### src/rtl/sys_ctrl_param_pkg.sv
// Shared definitions for sys_ctrl_param: command codes, FSM state enum and a sizing helper.
package sys_ctrl_param_pkg;

    localparam logic [7:0] CMD_WR      = 8'hAA;
    localparam logic [7:0] CMD_RD      = 8'hBB;
    localparam logic [7:0] CMD_ALU_OP  = 8'hCC;
    localparam logic [7:0] CMD_ALU_NOP = 8'hDD;
    localparam logic [7:0] CMD_BURST   = 8'hEE;

    typedef enum logic [3:0] {
        ST_IDLE,
        ST_WR_ADDR,
        ST_WR_DATA,
        ST_RD_ADDR,
        ST_RD_WAIT,
        ST_OPA,
        ST_OPB,
        ST_FUNC,
        ST_GATE,
        ST_ALU_WAIT,
        ST_TX_SEND,
        ST_BST_ADDR,
        ST_BST_CNT,
        ST_BST_RD
    } state_e;

    // Bits needed to hold a byte count from 0 up to and including n.
    function automatic int cnt_bits(input int n);
        return $clog2(n + 1);
    endfunction

endpackage

### src/rtl/sys_ctrl_param_tx.sv
// tx_byte_serialiser: holds up to ALU_W bits and pushes them to the TX FIFO one byte at a time, LSB first.
module tx_byte_serialiser
    import sys_ctrl_param_pkg::*;
#(
    parameter int WIDTH_REG = 8,
    parameter int ALU_W     = 16,
    parameter int CW        = cnt_bits(ALU_W / WIDTH_REG)
) (
    input  logic                 clk,
    input  logic                 rst_n,
    input  logic                 i_load,
    input  logic [ALU_W-1:0]     i_data,
    input  logic [CW-1:0]        i_count,
    input  logic                 i_tx_full,
    output logic [WIDTH_REG-1:0] o_tx_data,
    output logic                 o_tx_valid,
    output logic                 o_last
);

    logic [ALU_W-1:0] shift_q, shift_d;
    logic [CW-1:0]    cnt_q, cnt_d;

    // A push only happens in a cycle where the FIFO reports room; otherwise the byte is held.
    assign o_tx_valid = (cnt_q != '0) && !i_tx_full;
    assign o_tx_data  = shift_q[WIDTH_REG-1:0];
    assign o_last     = o_tx_valid && (cnt_q == CW'(1));

    always_comb begin
        // NOTE: every signal gets a default before the branches so no latch is inferred.
        shift_d = shift_q;
        cnt_d   = cnt_q;
        if (i_load) begin
            shift_d = i_data;
            cnt_d   = i_count;
        end else if (o_tx_valid) begin
            shift_d = shift_q >> WIDTH_REG;
            cnt_d   = cnt_q - CW'(1);
        end
    end

    always_ff @(posedge clk or negedge rst_n) begin
        // NOTE: sequential state uses non-blocking assignments so all flops update together.
        if (!rst_n) begin
            shift_q <= '0;
            cnt_q   <= '0;
        end else begin
            shift_q <= shift_d;
            cnt_q   <= cnt_d;
        end
    end

endmodule

### src/rtl/sys_ctrl_param.sv
// Command controller: turns received UART frames into register-file, ALU and TX-FIFO transactions.
// Define SYS_CTRL_BURST_EN to compile in the 0xEE burst-read command and its BST_* states.
module sys_ctrl_param
    import sys_ctrl_param_pkg::*;
#(
    parameter int WIDTH_REG = 8,
    parameter int ADDR      = 4,
    parameter int fun       = 4,
    parameter int ALU_W     = 16
) (
    input  logic                 i_REF_CLK,
    input  logic                 i_RST,
    input  logic [WIDTH_REG-1:0] i_RX_DATA,
    input  logic                 i_RX_VALID,
    output logic [ADDR-1:0]      o_RF_ADDR,
    output logic                 o_RF_WR_EN,
    output logic [WIDTH_REG-1:0] o_RF_WR_DATA,
    output logic                 o_RF_RD_EN,
    input  logic [WIDTH_REG-1:0] i_RF_RD_DATA,
    input  logic                 i_RF_RD_VALID,
    output logic                 o_ALU_EN,
    output logic [fun-1:0]       o_ALU_FUN,
    output logic                 o_CLK_GATE_EN,
    input  logic [ALU_W-1:0]     i_ALU_OUT,
    input  logic                 i_ALU_VALID,
    output logic [WIDTH_REG-1:0] o_TX_DATA,
    output logic                 o_TX_VALID,
    input  logic                 i_TX_FULL,
    output logic                 o_CMD_ERR
);

    localparam int RES_BYTES = ALU_W / WIDTH_REG;
    localparam int CW        = cnt_bits(RES_BYTES);

    state_e               state_q, state_d;
    logic [ADDR-1:0]      rf_addr_q, rf_addr_d;
    logic [WIDTH_REG-1:0] wr_data_q, wr_data_d;
    logic [fun-1:0]       fun_q, fun_d;
    logic                 gate_q, gate_d;
    logic                 wr_en_q, wr_en_d;
    logic                 rd_en_q, rd_en_d;
    logic                 alu_en_q, alu_en_d;
    logic                 err_q, err_d;
`ifdef SYS_CTRL_BURST_EN
    logic [WIDTH_REG-1:0] cnt_q, cnt_d;
`endif

    logic                 ser_load, ser_last;
    logic [ALU_W-1:0]     ser_data;
    logic [CW-1:0]        ser_count;

    always_comb begin
        state_d   = state_q;
        rf_addr_d = rf_addr_q;
        wr_data_d = wr_data_q;
        fun_d     = fun_q;
        gate_d    = gate_q;
        wr_en_d   = 1'b0;
        rd_en_d   = 1'b0;
        alu_en_d  = 1'b0;
        err_d     = 1'b0;
        ser_load  = 1'b0;
        ser_data  = '0;
        ser_count = '0;
`ifdef SYS_CTRL_BURST_EN
        cnt_d     = cnt_q;
`endif
        case (state_q)
            ST_IDLE: if (i_RX_VALID) begin
                if (i_RX_DATA == WIDTH_REG'(CMD_WR))           state_d = ST_WR_ADDR;
                else if (i_RX_DATA == WIDTH_REG'(CMD_RD))      state_d = ST_RD_ADDR;
                else if (i_RX_DATA == WIDTH_REG'(CMD_ALU_OP))  state_d = ST_OPA;
                else if (i_RX_DATA == WIDTH_REG'(CMD_ALU_NOP)) state_d = ST_FUNC;
`ifdef SYS_CTRL_BURST_EN
                else if (i_RX_DATA == WIDTH_REG'(CMD_BURST))   state_d = ST_BST_ADDR;
`endif
                else                                           err_d   = 1'b1;
            end
            ST_WR_ADDR: if (i_RX_VALID) begin
                rf_addr_d = i_RX_DATA[ADDR-1:0];
                state_d   = ST_WR_DATA;
            end
            ST_WR_DATA: if (i_RX_VALID) begin
                wr_data_d = i_RX_DATA;
                wr_en_d   = 1'b1;
                state_d   = ST_IDLE;
            end
            ST_RD_ADDR: if (i_RX_VALID) begin
                rf_addr_d = i_RX_DATA[ADDR-1:0];
                rd_en_d   = 1'b1;
                state_d   = ST_RD_WAIT;
            end
            ST_RD_WAIT: if (i_RF_RD_VALID) begin
                ser_load  = 1'b1;
                ser_data  = ALU_W'(i_RF_RD_DATA);
                ser_count = CW'(1);
                state_d   = ST_TX_SEND;
            end
            // Operand frames land in the two fixed ALU operand registers.
            ST_OPA: if (i_RX_VALID) begin
                rf_addr_d = '0;
                wr_data_d = i_RX_DATA;
                wr_en_d   = 1'b1;
                state_d   = ST_OPB;
            end
            ST_OPB: if (i_RX_VALID) begin
                rf_addr_d = ADDR'(1);
                wr_data_d = i_RX_DATA;
                wr_en_d   = 1'b1;
                state_d   = ST_FUNC;
            end
            ST_FUNC: if (i_RX_VALID) begin
                fun_d   = i_RX_DATA[fun-1:0];
                gate_d  = 1'b1;
                state_d = ST_GATE;
            end
            // One cycle of gated clock before the start pulse lets the ALU clock settle.
            ST_GATE: begin
                alu_en_d = 1'b1;
                state_d  = ST_ALU_WAIT;
            end
            ST_ALU_WAIT: if (i_ALU_VALID) begin
                gate_d    = 1'b0;
                ser_load  = 1'b1;
                ser_data  = i_ALU_OUT;
                ser_count = CW'(RES_BYTES);
                state_d   = ST_TX_SEND;
            end
            ST_TX_SEND: if (ser_last) begin
`ifdef SYS_CTRL_BURST_EN
                if (cnt_q != '0) begin
                    rf_addr_d = rf_addr_q + ADDR'(1);
                    rd_en_d   = 1'b1;
                    state_d   = ST_BST_RD;
                end else begin
                    state_d   = ST_IDLE;
                end
`else
                state_d = ST_IDLE;
`endif
            end
`ifdef SYS_CTRL_BURST_EN
            ST_BST_ADDR: if (i_RX_VALID) begin
                rf_addr_d = i_RX_DATA[ADDR-1:0];
                state_d   = ST_BST_CNT;
            end
            ST_BST_CNT: if (i_RX_VALID) begin
                cnt_d = i_RX_DATA;
                if (i_RX_DATA == '0) begin
                    state_d = ST_IDLE;
                end else begin
                    rd_en_d = 1'b1;
                    state_d = ST_BST_RD;
                end
            end
            // cnt_q counts reads still to be issued, so it reaches zero on the final byte.
            ST_BST_RD: if (i_RF_RD_VALID) begin
                ser_load  = 1'b1;
                ser_data  = ALU_W'(i_RF_RD_DATA);
                ser_count = CW'(1);
                cnt_d     = cnt_q - WIDTH_REG'(1);
                state_d   = ST_TX_SEND;
            end
`endif
            default: state_d = ST_IDLE;
        endcase

        if (i_RX_VALID && (state_q inside {ST_RD_WAIT, ST_GATE, ST_ALU_WAIT, ST_TX_SEND, ST_BST_RD}))
            err_d = 1'b1;
    end

    always_ff @(posedge i_REF_CLK or negedge i_RST) begin
        if (!i_RST) begin
            state_q   <= ST_IDLE;
            rf_addr_q <= '0;
            wr_data_q <= '0;
            fun_q     <= '0;
            gate_q    <= 1'b0;
            wr_en_q   <= 1'b0;
            rd_en_q   <= 1'b0;
            alu_en_q  <= 1'b0;
            err_q     <= 1'b0;
`ifdef SYS_CTRL_BURST_EN
            cnt_q     <= '0;
`endif
        end else begin
            state_q   <= state_d;
            rf_addr_q <= rf_addr_d;
            wr_data_q <= wr_data_d;
            fun_q     <= fun_d;
            gate_q    <= gate_d;
            wr_en_q   <= wr_en_d;
            rd_en_q   <= rd_en_d;
            alu_en_q  <= alu_en_d;
            err_q     <= err_d;
`ifdef SYS_CTRL_BURST_EN
            cnt_q     <= cnt_d;
`endif
        end
    end

    tx_byte_serialiser #(
        .WIDTH_REG (WIDTH_REG),
        .ALU_W     (ALU_W),
        .CW        (CW)
    ) u_tx (
        .clk        (i_REF_CLK),
        .rst_n      (i_RST),
        .i_load     (ser_load),
        .i_data     (ser_data),
        .i_count    (ser_count),
        .i_tx_full  (i_TX_FULL),
        .o_tx_data  (o_TX_DATA),
        .o_tx_valid (o_TX_VALID),
        .o_last     (ser_last)
    );

    assign o_RF_ADDR     = rf_addr_q;
    assign o_RF_WR_EN    = wr_en_q;
    assign o_RF_WR_DATA  = wr_data_q;
    assign o_RF_RD_EN    = rd_en_q;
    assign o_ALU_EN      = alu_en_q;
    assign o_ALU_FUN     = fun_q;
    assign o_CLK_GATE_EN = gate_q;
    assign o_CMD_ERR     = err_q;

endmodule

### config.mk
export PLATFORM = sky130hd
export DESIGN_NAME = sys_ctrl_param
export DESIGN_NICKNAME = d
export VERILOG_FILES = /design/src/rtl/sys_ctrl_param_pkg.sv /design/src/rtl/sys_ctrl_param_tx.sv /design/src/rtl/sys_ctrl_param.sv
export SDC_FILE = /design/constraint.sdc
export NUM_CORES = 1
export LEC_CHECK = 0
export CORE_ASPECT_RATIO = 0.8
export CORE_MARGIN = 5
export CORE_UTILIZATION = 50
export DETAILED_ROUTE_END_ITERATION = 12
export DONT_BUFFER_PORTS = 1
export GPL_TIMING_DRIVEN = 0
export PLACE_DENSITY_LB_ADDON = 0.05
export SYNTH_ARGS = -nofsm -noshare
export SYNTH_HDL_FRONTEND = slang
export SYNTH_SLANG_ARGS = --single-unit
### constraint.sdc
create_clock -name i_REF_CLK -period 3 [get_ports i_REF_CLK]
set_input_delay 0.15 -clock i_REF_CLK [delete_from_list [all_inputs] [get_ports i_REF_CLK]]
set_output_delay 0.15 -clock i_REF_CLK [all_outputs]
set_load 0.02 [all_outputs]
== Word level (Yosys, flattened, before mapping) ==
Cells that the tools add are included.

* Word-level logic and storage cells: 102
* Register bits: 43

* Multiplexer cells: 45
* Equality and inequality tests: 28
* Add/subtract/negate cells: 1
* Reduce and logical (&&, ||, !) cells: 17

{| class="wikitable"
|+ Operators with widths
! operator !! count
|-
| $mux W4 || 16
|-
| $mux W16 || 3
|-
| $pmux W4 S11 || 1
|-
| $eq A8 B8 Y1 const B || 4
|-
| $pmux W16 S2 || 1
|-
| $ne A2 B2 Y1 const B || 10
|-
| $eq A4 B3 Y1 const B || 4
|-
| $eq A4 B4 Y1 const B || 4
|-
| $mux W1 || 16
|-
| $pmux W4 S3 || 1
|-
| $reduce_and A11 Y1 || 1
|-
| $eq A4 B2 Y1 const B || 2
|-
| $mux W8 || 1
|-
| $mux W2 || 3
|-
| $reduce_bool A2 Y1 || 3
|-
| $ne A5 B5 Y1 const B || 1
|-
| $reduce_bool A5 Y1 || 1
|-
| $eq A4 B1 Y1 const B || 1
|-
| $logic_not A4 Y1 || 1
|-
| $pmux W1 S2 || 2
|-
| $pmux W2 S2 || 1
|-
| $reduce_and A2 Y1 || 2
|-
| $reduce_and A4 Y1 || 1
|-
| $logic_and A1 B1 Y1 || 3
|-
| 8 further kinds || 8
|}

== Longest topological paths before layout ==
* Depth in word-level cells: 8
* Mapped depth: 8

== Cells and area by module ==
From an unflattened synthesis, not the netlist that was laid out.

* Cells, all modules: 230
* Area total of the unflattened synthesis: 2363.5 µm²

{| class="wikitable"
|+ By module, submodules not included
! module !! instances !! cells each !! area each (µm²) !! seq. area each (µm²)
|-
| sys_ctrl_param || 1 || 133 || 1382.6 || 625.6
|-
| tx_byte_serialiser || 1 || 97 || 980.9 || 450.4
|}

== Worst setup path before layout ==
Ideal clock, no wire load.

* Kind: flip-flop to flip-flop
* Start: reg u_tx.cnt_q[0]
* End: reg state_q[0]
* Clock period less this slack: 1.853 ns
* Buffers on the path: 0
* Slack: 1.147 ns
* Data required time: 2.873 ns
* Cell stages (with the launch flop): 9
* Setup time: 0.127 ns
* Arrival time: 1.726 ns
* Cells stage by stage: dfrtp_1 inv_1 ha_1 or2_1 inv_1 a211oi_1 nor3_2 nand2_2 mux2_1

* Cells in the longest elaborated chain, start to end: 5
* Elaborated cells on any way between the ends: 6
* Classes of those cells: eq/ne: 2; reduce/logical: 4

{| class="wikitable"
|+ RTL lines
! item !! RTL line !! RTL
|-
| from (decl) || sys_ctrl_param_tx.sv:21 || <nowiki>logic [CW-1:0] cnt_q, cnt_d;</nowiki>
|-
| from (signal assigned) || sys_ctrl_param_tx.sv:48 || <nowiki>cnt_q <= cnt_d;</nowiki>
|-
| $reduce_bool A2 Y1 || sys_ctrl_param_tx.sv:24 || <nowiki>assign o_tx_valid = (cnt_q != '0) && !i_tx_full;</nowiki>
|-
| $logic_and A1 B1 Y1 || sys_ctrl_param_tx.sv:24 ||
|-
| via o_TX_VALID || sys_ctrl_param.sv:27 || <nowiki>output logic o_TX_VALID,</nowiki>
|-
| $logic_and A1 B1 Y1 || sys_ctrl_param_tx.sv:26 || <nowiki>assign o_last = o_tx_valid && (cnt_q == CW'(1));</nowiki>
|-
| $ne A2 B2 Y1 (no source line) || n/a ||
|-
| $reduce_and A11 Y1 (no source line) || n/a ||
|-
| to (signal assigned) || sys_ctrl_param.sv:187 || <nowiki>state_q <= state_d;</nowiki>
|-
| to (decl) || sys_ctrl_param.sv:35 || <nowiki>state_e state_q, state_d;</nowiki>
|}

The timed path passes the listed nets, and every way through them passes these cells.
A chain may end at the register's enable or synchronous reset.

== Final worst setup path ==
* Start: reg u_tx.cnt_q[0]
* End: reg state_q[2]

Same word-level chain as after synthesis.

==> flow_summary.toml <==
[pwr]
power.total_mw = 2.62
peakVddDrop_mv = 0.606
power.density_nw_per_um2 = 1030
switching_power_mw = 1.09
p_int_mw = 1.53
p_leak_nw = 1.12
p_clk_share_pct = 16.8
netSwitchingFraction_pct = 41.7
seqPwrFrac_pct = 42.8
combPwrFrac_pct = 40.4

[worst_setup_path]
crit_path_cell_trace = "inv_1 > ha_1 > or2_1 > inv_1 > a211oi_1 > nor3_2 > nand2_2 > mux2_1"
arrival_ps = 2230
worst_path_max_delay_cell = "dfrtp_1"
crit_required_ps = 3180
r2r_start = "u_tx.cnt_q[0]$_DFFE_PN0P_"
max_stage_delay_ps = 400
path_depth = 8
crit_family = "simple AND/OR/NAND/NOR gates"
cp-endpoint = "state_q[2]$_DFFE_PN0P_"
end_kind = "flop"
r2r-end = "state_q[2]$_DFFE_PN0P_"
rrSetupSlack_ps = 940
worstSetupStartpoint = "u_tx.cnt_q[0]$_DFFE_PN0P_"
crit_top_cell = "inv_1"
crit_buf_inv = 2
ff2ff_path_depth = 8
critPathMaxFanout = 4
crit_type = "reg2reg"
worst_setup_path_start_kind = "flop"

[clocking]
cts_sinks = 43
post_cts_buffers = 0
cts_buffer_depth = 2
clock_latency_ps = 300
cts_htree_levels = 2
root_buffer = "clkbuf_8"
cts_tree = "done"
cts_made_buffers = 5
clk_pin_slew_ps = 80

[route]
drcViolationCount = 0
firstDrtPassIters = 4
routed_wirelength_um = 5160
via_per_inst = 5.81
via_count = 1672
final_antenna_net_count = 0
drt_iter0_drc = 105
routedWlPerCell_um = 17.9

[synthesis]
synth_top_area_cell = "dfrtp_1"
avgSynthCellArea_um2 = 10.6
syn_area_um2 = 2170
synth_cell_types = 49
ys_seq_elements = 43
synth-seq-area-share_pct = 49.6
ys.flop_type = "dfrtp_1"
yosys.area.top_type_share_pct = 49.6
synth-edff-count = 0
ys_top_cells_by_area = "dfrtp_1 50%, mux2_4 5.5%, a21oi_1 3.7%"
syn_inst = 205
async_flop_share_pct = 100
syn-num-nets = 245
synth_warnings = 0

[die]
die_h_um = 68.9
num_rows = 21
ios = 68
design.core.area_um2 = 4180
initial_core_util_pct = 51.9
dieWidth_um = 83.6
fp.dieArea_um2 = 5760

[global_route]
grt_max_degree = 44
track_usage_pct = 18.4
antenna_found_initial = 0
grt_pass1_wl_um = 8290
grt_pass1_vias = 1721
grt_overflow = 0

[final_layout]
layout-drive-gt1-share_pct = 17.3
final_util_pct = 61.0
final_nets = 271
syn_to_final_growth_pct = 17.4
antenna-diode-count = 0

[placed_design]
gp_congestion = 0.771
io_buffers = 0
hpwlAfterDp_um = 3660
post-place-ws_ps = 961

[sta]
rsz0062_at_grt = "false"
final_max_slew_viol_count = 0
hold_slack_ps = 13.0
finalHoldViolCount = 0
tightest_slew_ps = 475
timing.final.crit_period_ps = 2060
fin_crit_sh_pct = 68.6
fin_ws_ps = 943
fmax_mhz = 486
setup_viol = 0
slew_headroom_pct = 67.9
fin_skew_ps = 6.95
fin_tns_setup_ps = 0

[min_path]
hold_class = "in2reg"
worstHoldPathCells = 1

[flow_run]
cap_violations = 0

[outcome]
outcome = "finished, final reports clean"
-- worst min path at each step --
| stage | from | to | slack [ps] |
|---|---|---|---|
| global route | i_ALU_OUT[9] | u_tx.shift_q[9]$_DFFE_PN0P_ | 7 |
| global placement | i_RST | o_RF_WR_EN$_DFF_PN0_ | -140 |
| floorplan | i_RST | o_ALU_EN$_DFF_PN0_ | -150 |
| finish | i_ALU_OUT[9] | u_tx.shift_q[9]$_DFFE_PN0P_ | 10 |
| detailed placement | i_RST | o_RF_WR_EN$_DFF_PN0_ | -140 |
| CTS | i_RX_DATA[3] | o_ALU_FUN[3]$_DFFE_PN0P_ | 0.03 |
-- sequential cells by signal, indices dropped and copies added, names as in the netlist, 2 cells and up --
name          cells
u_tx.shift_q     16
o_RF_WR_DATA      8
o_ALU_FUN         4
o_RF_ADDR         4
state_q           4
u_tx.cnt_q        2
-- through the flow --
stage	area [um2]	std cells
floorplan	2170	205
finish	2550	288
global route	2550	288
global placement	2240	262
detailed placement	2240	262
CTS	2530	286
-- final cells by class --
class | count | area, um2
Fill cell | 346 | 1630
Tap cell | 57 | 71.3
Sequential cell | 43 | 1080
Clock buffer | 5 | 68.8
Clock inverter | 2 | 37.5
Inverter | 7 | 26.3
Buffer | 19 | 113
Timing Repair Buffer | 19 | 200
Multi-Input combinational cell | 136 | 955
-- cells by family (layout without fill, tap and decap cells) --
group	count (synthesis)	count (layout)	synth area share, %
multiplexers	12	12	7.61
AO/OA/AOI/OAI	63	63	19.6
flip-flops	43	43	49.6
AND/OR/NAND/NOR	56	56	14.5
XOR/XNOR	3	3	1.21
adder cells (fa/ha/maj)	2	2	1.15
buffers and inverters	26	52	6.40
-- what timing repair did --
| item | 4_1_cts | 5_1_grt |
|---|---|---|
| hold buffers | 17 | 2 |
| resized for setup | 0 | 0 |
| endpoints found under the hold margin | 60 | 2 |
-- cells in the mapped netlist, types with 2 or more instances --
cell type / count
nor2_1: 13
a311oi_1: 2
mux2_1: 2
a22o_1: 8
buf_4: 9
nor3_1: 3
ha_1: 2
clkbuf_1: 3
and2_1: 2
nand3_1: 3
inv_1: 7
a22oi_1: 8
dfrtp_1: 43
a21oi_1: 16
buf_2: 6
a211oi_1: 3
mux2_4: 8
o211ai_1: 2
nand2b_1: 8
mux2_2: 2
o22ai_1: 2
o31ai_1: 3
xnor2_1: 3
o21ai_0: 11
nor2_2: 2
nand2_1: 11
-- layer usage --
layer | vias up | part of all wire [%] | track usage (%)
met5 | - | 0 | 0
met4 | 0 | 1.0 | 5.62
met3 | 7 | 7.1 | 6.29
met2 | 60 | 46 | 30.5
met1 | 825 | 45 | 23.3
li1 | 780 | - | -
-- cells in the final DEF (no fill, tap or decap), types with 7 or more instances in the layout --
cell / n
a21oi_1: 16
a22oi_1: 8
nand2_1: 11
buf_4: 9
dfrtp_1: 43
o21ai_0: 11
mux2_4: 8
nand2b_1: 8
nor2_1: 13
a22o_1: 8
inv_1: 7
dlygate4sd3_1: 18
-- power groups by stage --
stage               clock network (mW)  registers [mW]  logic, mW
floorplan                            0            1.08      0.872
global placement                     0            1.12      0.998
detailed placement                   0            1.13       1.02
CTS                              0.451            1.12       1.06
global route                     0.480            1.15       1.18
finish                           0.440            1.12       1.06
(Power assumes the default switching activity.)
